File: config.mk
export PLATFORM = sky130hd
export DESIGN_NAME = fifo_wr_arbiter
export DESIGN_NICKNAME = d
export VERILOG_FILES = /design/src/rtl/fifo_wr_arbiter.sv
export SDC_FILE = /design/constraint.sdc
export NUM_CORES = 1
export LEC_CHECK = 0
export CAP_MARGIN = 20
export CORE_ASPECT_RATIO = 1.1
export CORE_MARGIN = 2
export CORE_UTILIZATION = 42
export CTS_BUF_LIST = sky130_fd_sc_hd__clkbuf_16
export DETAILED_ROUTE_END_ITERATION = 16
export GPL_TIMING_DRIVEN = 0
export PLACE_DENSITY = 0.79
export SLEW_MARGIN = 30
export SYNTH_ARGS = -nofsm -noshare
export SYNTH_HDL_FRONTEND = slang
export SYNTH_SLANG_ARGS = --single-unit
File: constraint.sdc
create_clock -name clk -period 3.7 [get_ports clk]
set_input_delay 0.925 -clock clk [delete_from_list [all_inputs] [get_ports clk]]
set_output_delay 0.925 -clock clk [all_outputs]
set_load 0.03 [all_outputs]
File: src/rtl/fifo_wr_arbiter.sv
// Round-robin arbiter sharing one FIFO write port among N requesters.
// Grants are gated by a credit count of accepted-but-unread entries, so the FIFO never overflows.
module fifo_wr_arbiter #(
  parameter int unsigned N     = 4,
  parameter int unsigned W     = 4,
  parameter int unsigned DEPTH = 16,
  localparam int unsigned CW   = $clog2(DEPTH + 1)
) (
  input  logic           clk,
  input  logic           rst,
  input  logic [N-1:0]   req,
  input  logic [N*W-1:0] req_data,
  input  logic           rd_en,
  input  logic           fifo_empty,
  output logic [N-1:0]   grant,
  output logic           wt_en,
  output logic [W-1:0]   data_out,
  output logic [CW-1:0]  credit,
  output logic           credit_full
);

  localparam int unsigned PW = (N > 1) ? $clog2(N) : 1;

  logic [PW-1:0] ptr_q, ptr_d;
  logic [CW-1:0] credit_q, credit_d;
  logic          wt_en_q, wt_en_d;
  logic [W-1:0]  data_q, data_d;

  logic [PW-1:0] winner;
  logic [PW-1:0] cand;
  logic          found;
  logic          avail;
  logic          transfer;
  logic          rd_ok;

  assign avail = credit_q < CW'(DEPTH);
  assign rd_ok = rd_en && !fifo_empty;

  // First requester at or after ptr, wrapping modulo N.
  always_comb begin
    found  = 1'b0;
    winner = '0;
    cand   = '0;
    for (int k = 0; k < int'(N); k++) begin
      cand = PW'((int'(ptr_q) + k) % int'(N));
      if (!found && req[cand]) begin
        found  = 1'b1;
        winner = cand;
      end
    end
  end

  always_comb begin
    grant = '0;
    if (!rst && avail && found) begin
      grant[winner] = 1'b1;
    end
  end

  assign transfer = |grant;

  always_comb begin
    ptr_d    = ptr_q;
    credit_d = credit_q;
    wt_en_d  = transfer;
    data_d   = data_q;
    if (transfer) begin
      data_d = req_data[int'(winner)*W +: W];
      ptr_d  = (int'(winner) == int'(N) - 1) ? '0 : winner + PW'(1);
    end
    if (transfer && !rd_ok) begin
      credit_d = credit_q + CW'(1);
    end else if (!transfer && rd_ok && credit_q != '0) begin
      credit_d = credit_q - CW'(1);
    end
  end

  always_ff @(posedge clk) begin
    if (rst) begin
      ptr_q    <= '0;
      credit_q <= '0;
      wt_en_q  <= 1'b0;
      data_q   <= '0;
    end else begin
      ptr_q    <= ptr_d;
      credit_q <= credit_d;
      wt_en_q  <= wt_en_d;
      data_q   <= data_d;
    end
  end

  assign wt_en       = wt_en_q;
  assign data_out    = data_q;
  assign credit      = credit_q;
  assign credit_full = credit_q == CW'(DEPTH);

endmodule

==> impl_metrics.tcl <==
set metrics [dict create \
    worst_pin_slew_ns 0.4618 \
    grt_pass1_vias 959 \
    placed_area_um2 1339 \
    layout_min_cycle_time_ns 3.603 \
    dieArea_um2 2616 \
    setup_viol 0 \
    die_y_um 53.45 \
    drt-pass1-iter-count 4 \
    synth-seq-area-share_pct 25.74 \
    finalWirelength_mm 2.368 \
    fin_area_um2 1470 \
    rsz0062_at_grt "true" \
    core-area_um2 2063 \
    synth-xor-area-share_pct 0.9383 \
    numCtsBuffers 3 \
    cp-end-kind "primary output" \
    clockBufferDepth 2 \
    start_util_pct 45.24 \
    power_density_nw_per_um2 702.6 \
    status "completed" \
    ys_warn_count 0 \
    cp_data_arrival_time_ns 2.68 \
    drv_slew 0 \
    synth_compound_area_share_pct 18.36 \
    vias 928 \
    synthToLayoutAreaGrowth_pct 57.51 \
    place_inst 171 \
    synthAdderAreaFrac_pct 7.507 \
    root_buffer "clkbuf_16" \
    dp_hpwl_mm 1.732 \
    fmax_mhz 277.5 \
    ys_ff_latch 12 \
    fin_util_pct 71.26 \
    nets 182 \
    synth.net_count 135 \
    diodes 0 \
    synth.distinct_cells 36 \
    grt_max_degree 11 \
    num_rows 17 \
    muxShareOfSynthArea_pct 18.23 \
    gr-usage-all-layers_pct 20.91 \
    place.gp.congestion 0.8339 \
    ir_drop_mv 0.5027 \
    cp_data_required_time_ns 2.77 \
    drt_iter0_drc 13 \
    stdcell_count 180 \
    via_per_inst 5.156 \
    p_total_mw 1.033 \
    ctsHoldBuffers 0 \
    synth_top_family_by_area "simple AND/OR/NAND/NOR gates" \
    fin_skew_ns 0.001812 \
    fin_crit_sh_pct 97.38 \
    cts.sinks 12 \
    port_buffers 37 \
    die_w_um 48.95 \
    max_slew_margin_pct 68.93 \
    path_clk_slew_ns 0.04 \
    drc_errors 0 \
    critPathMaxFanout 10 \
    synthCells 106 \
    drive_gt1_share_pct 19.08 \
    ios 39 \
    yosys.area_share.simple_pct 24.26 \
    syn_avg_cell_area_um2 8.806 \
    route.antenna.remaining_nets 0 \
    cts_tree "built" \
    gr-total-overflow 0 \
    grt_antenna_before_repair 0 \
    wire_per_inst_um 13.16 \
    hold_class "flop to flop" \
    grt_pass1_wl_mm 4.098 \
    critPathKind "primary input to primary output" \
    leakagePower_nw 0.6121 \
    cp-start-kind "primary input" \
    finalSetupTns_ns 0 \
    htree_num_levels 1 \
    finalHoldViolCount 0 \
    syn-cell-area_um2 933.4 \
    drv_cap 0 \
    worstSkewPairLatency_ns 0.24 \
]
-- Yosys cell counts (all sizes together) --
master	number	area (um^2)
o31ai	1	21.27
xor2	1	8.760
o211ai	1	7.510
inv	9	33.78
fa	1	20.02
nand4	1	6.260
nor3	3	20.02
nand4b	1	8.760
a221o	1	10.01
or2b	1	7.510
a21oi	5	25.02
nand3b	4	30.03
and2	3	18.77
mux2	8	90.09
buf	1	5.000
a21o	3	22.52
mux2i	8	80.08
nand2b	4	25.02
nand2	5	21.27
a211oi	1	7.510
o21a	1	7.510
o21ai	5	25.02
nor2b	5	31.28
nor4	2	12.51
ha	4	50.05
dfxtp	12	240.2
o311ai	1	26.28
nor2	9	33.78
nand3	1	5.000
clkbuf	2	7.510
a21boi	1	18.77
and3	1	6.260
-- what timing repair did --
| action | 4_1_cts | 5_1_grt |
|---|---|---|
| setup endpoints to repair | 7 | 7 |
| resized for setup | 13 | 5 |
| setup buffers | 1 | 4 |
| endpoints found under the hold margin | 0 | 0 |
| pin swaps | 3 | 2 |
-- report_power, final --
part,total [mW],leakage (nW),switching (mW),internal [mW]
clock network,0.201,0.0385,0.0588,0.143
logic,0.607,0.474,0.322,0.285
registers,0.225,0.0994,0.0476,0.177
total,1.03,0.612,0.428,0.605
-- logic make-up (layout without fill, tap and decap cells) --
| logic type | after synthesis | after routing |
|---|---|---|
| fa+ha+maj | 5 | 5 |
| buf+inv | 12 | 58 |
| flops | 12 | 12 |
| mux | 16 | 16 |
| xor+xnor | 1 | 1 |
| compound gates | 20 | 20 |
| simple gates | 40 | 40 |
-- final cells by class --
type	count	area, um^2
multi-input combinational	82	675.6
tap	28	35.03
clock buffer	3	75.07
sequential	12	240.2
fill	162	593.1
timing repair buffer	42	391.6
buffer	3	12.51
inverter	9	36.28
clock inverter	1	3.754
-- path summary, 6_finish.rpt --
kind | slack (ns) | from | depth (start not counted) | to
worst max-delay path | 0.1 | req[1] | 8 | grant[3]
worst max register to register | 0.90 | ptr_q[1]$_SDFFE_PP0P_ | 12 | credit[3]$_SDFFE_PP0P_
worst min-delay path | 0.50 | data_out[0]$_SDFFE_PP0P_ | 2 | data_out[0]$_SDFFE_PP0P_
worst min register to register | 0.50 | data_out[0]$_SDFFE_PP0P_ | 2 | data_out[0]$_SDFFE_PP0P_
-- cell usage in the layout, fill, tap and decap left out, drive strengths merged, types with 4 or more instances in the layout --
cell           instances
buf                    7
clkbuf                 7
nor2b                  5
inv                    9
clkdlybuf4s50         33
a21oi                  5
dfxtp                 12
o21ai                  5
nand3b                 4
mux2i                  8
nand2                  5
nor2                   9
mux2                   8
nand2b                 4
ha                     4
-- registers in the layout (all words and copies together), names as in the netlist --
signal and flops:
ptr_q 2, wt_en 1, data_out 4, credit 5
-- metal layers --
metal | wire length (um) | up-vias | GRT usage (%)
li1 | - | 461 | -
met1 | 949 | 438 | 20.62
met2 | 1249 | 25 | 40.87
met3 | 142 | 4 | 6.497
met4 | 27 | 0 | 8.571
met5 | 0 | - | 0
-- critical path, cell delays in order --
cell	delay, ns
clkdlybuf4s50_1	0.46
nand2b_1	0.20
o211ai_1	0.22
nand2_2	0.17
inv_4	0.19
ha_4	0.19
and2_1	0.13
buf_2	0.19
-- stage by stage --
step	hold slack, ns	setup slack (ns)
6_report	0.5038	0.09687
5_1_grt	0.5337	-0.1154
4_1_cts	0.5019	0.01276
3_5_place_dp	0.4859	-0.8940
3_3_place_gp	0.4692	-0.9022
2_1_floorplan	0.4542	0.3019
Note: power is estimated with default switching activity, not from simulation.
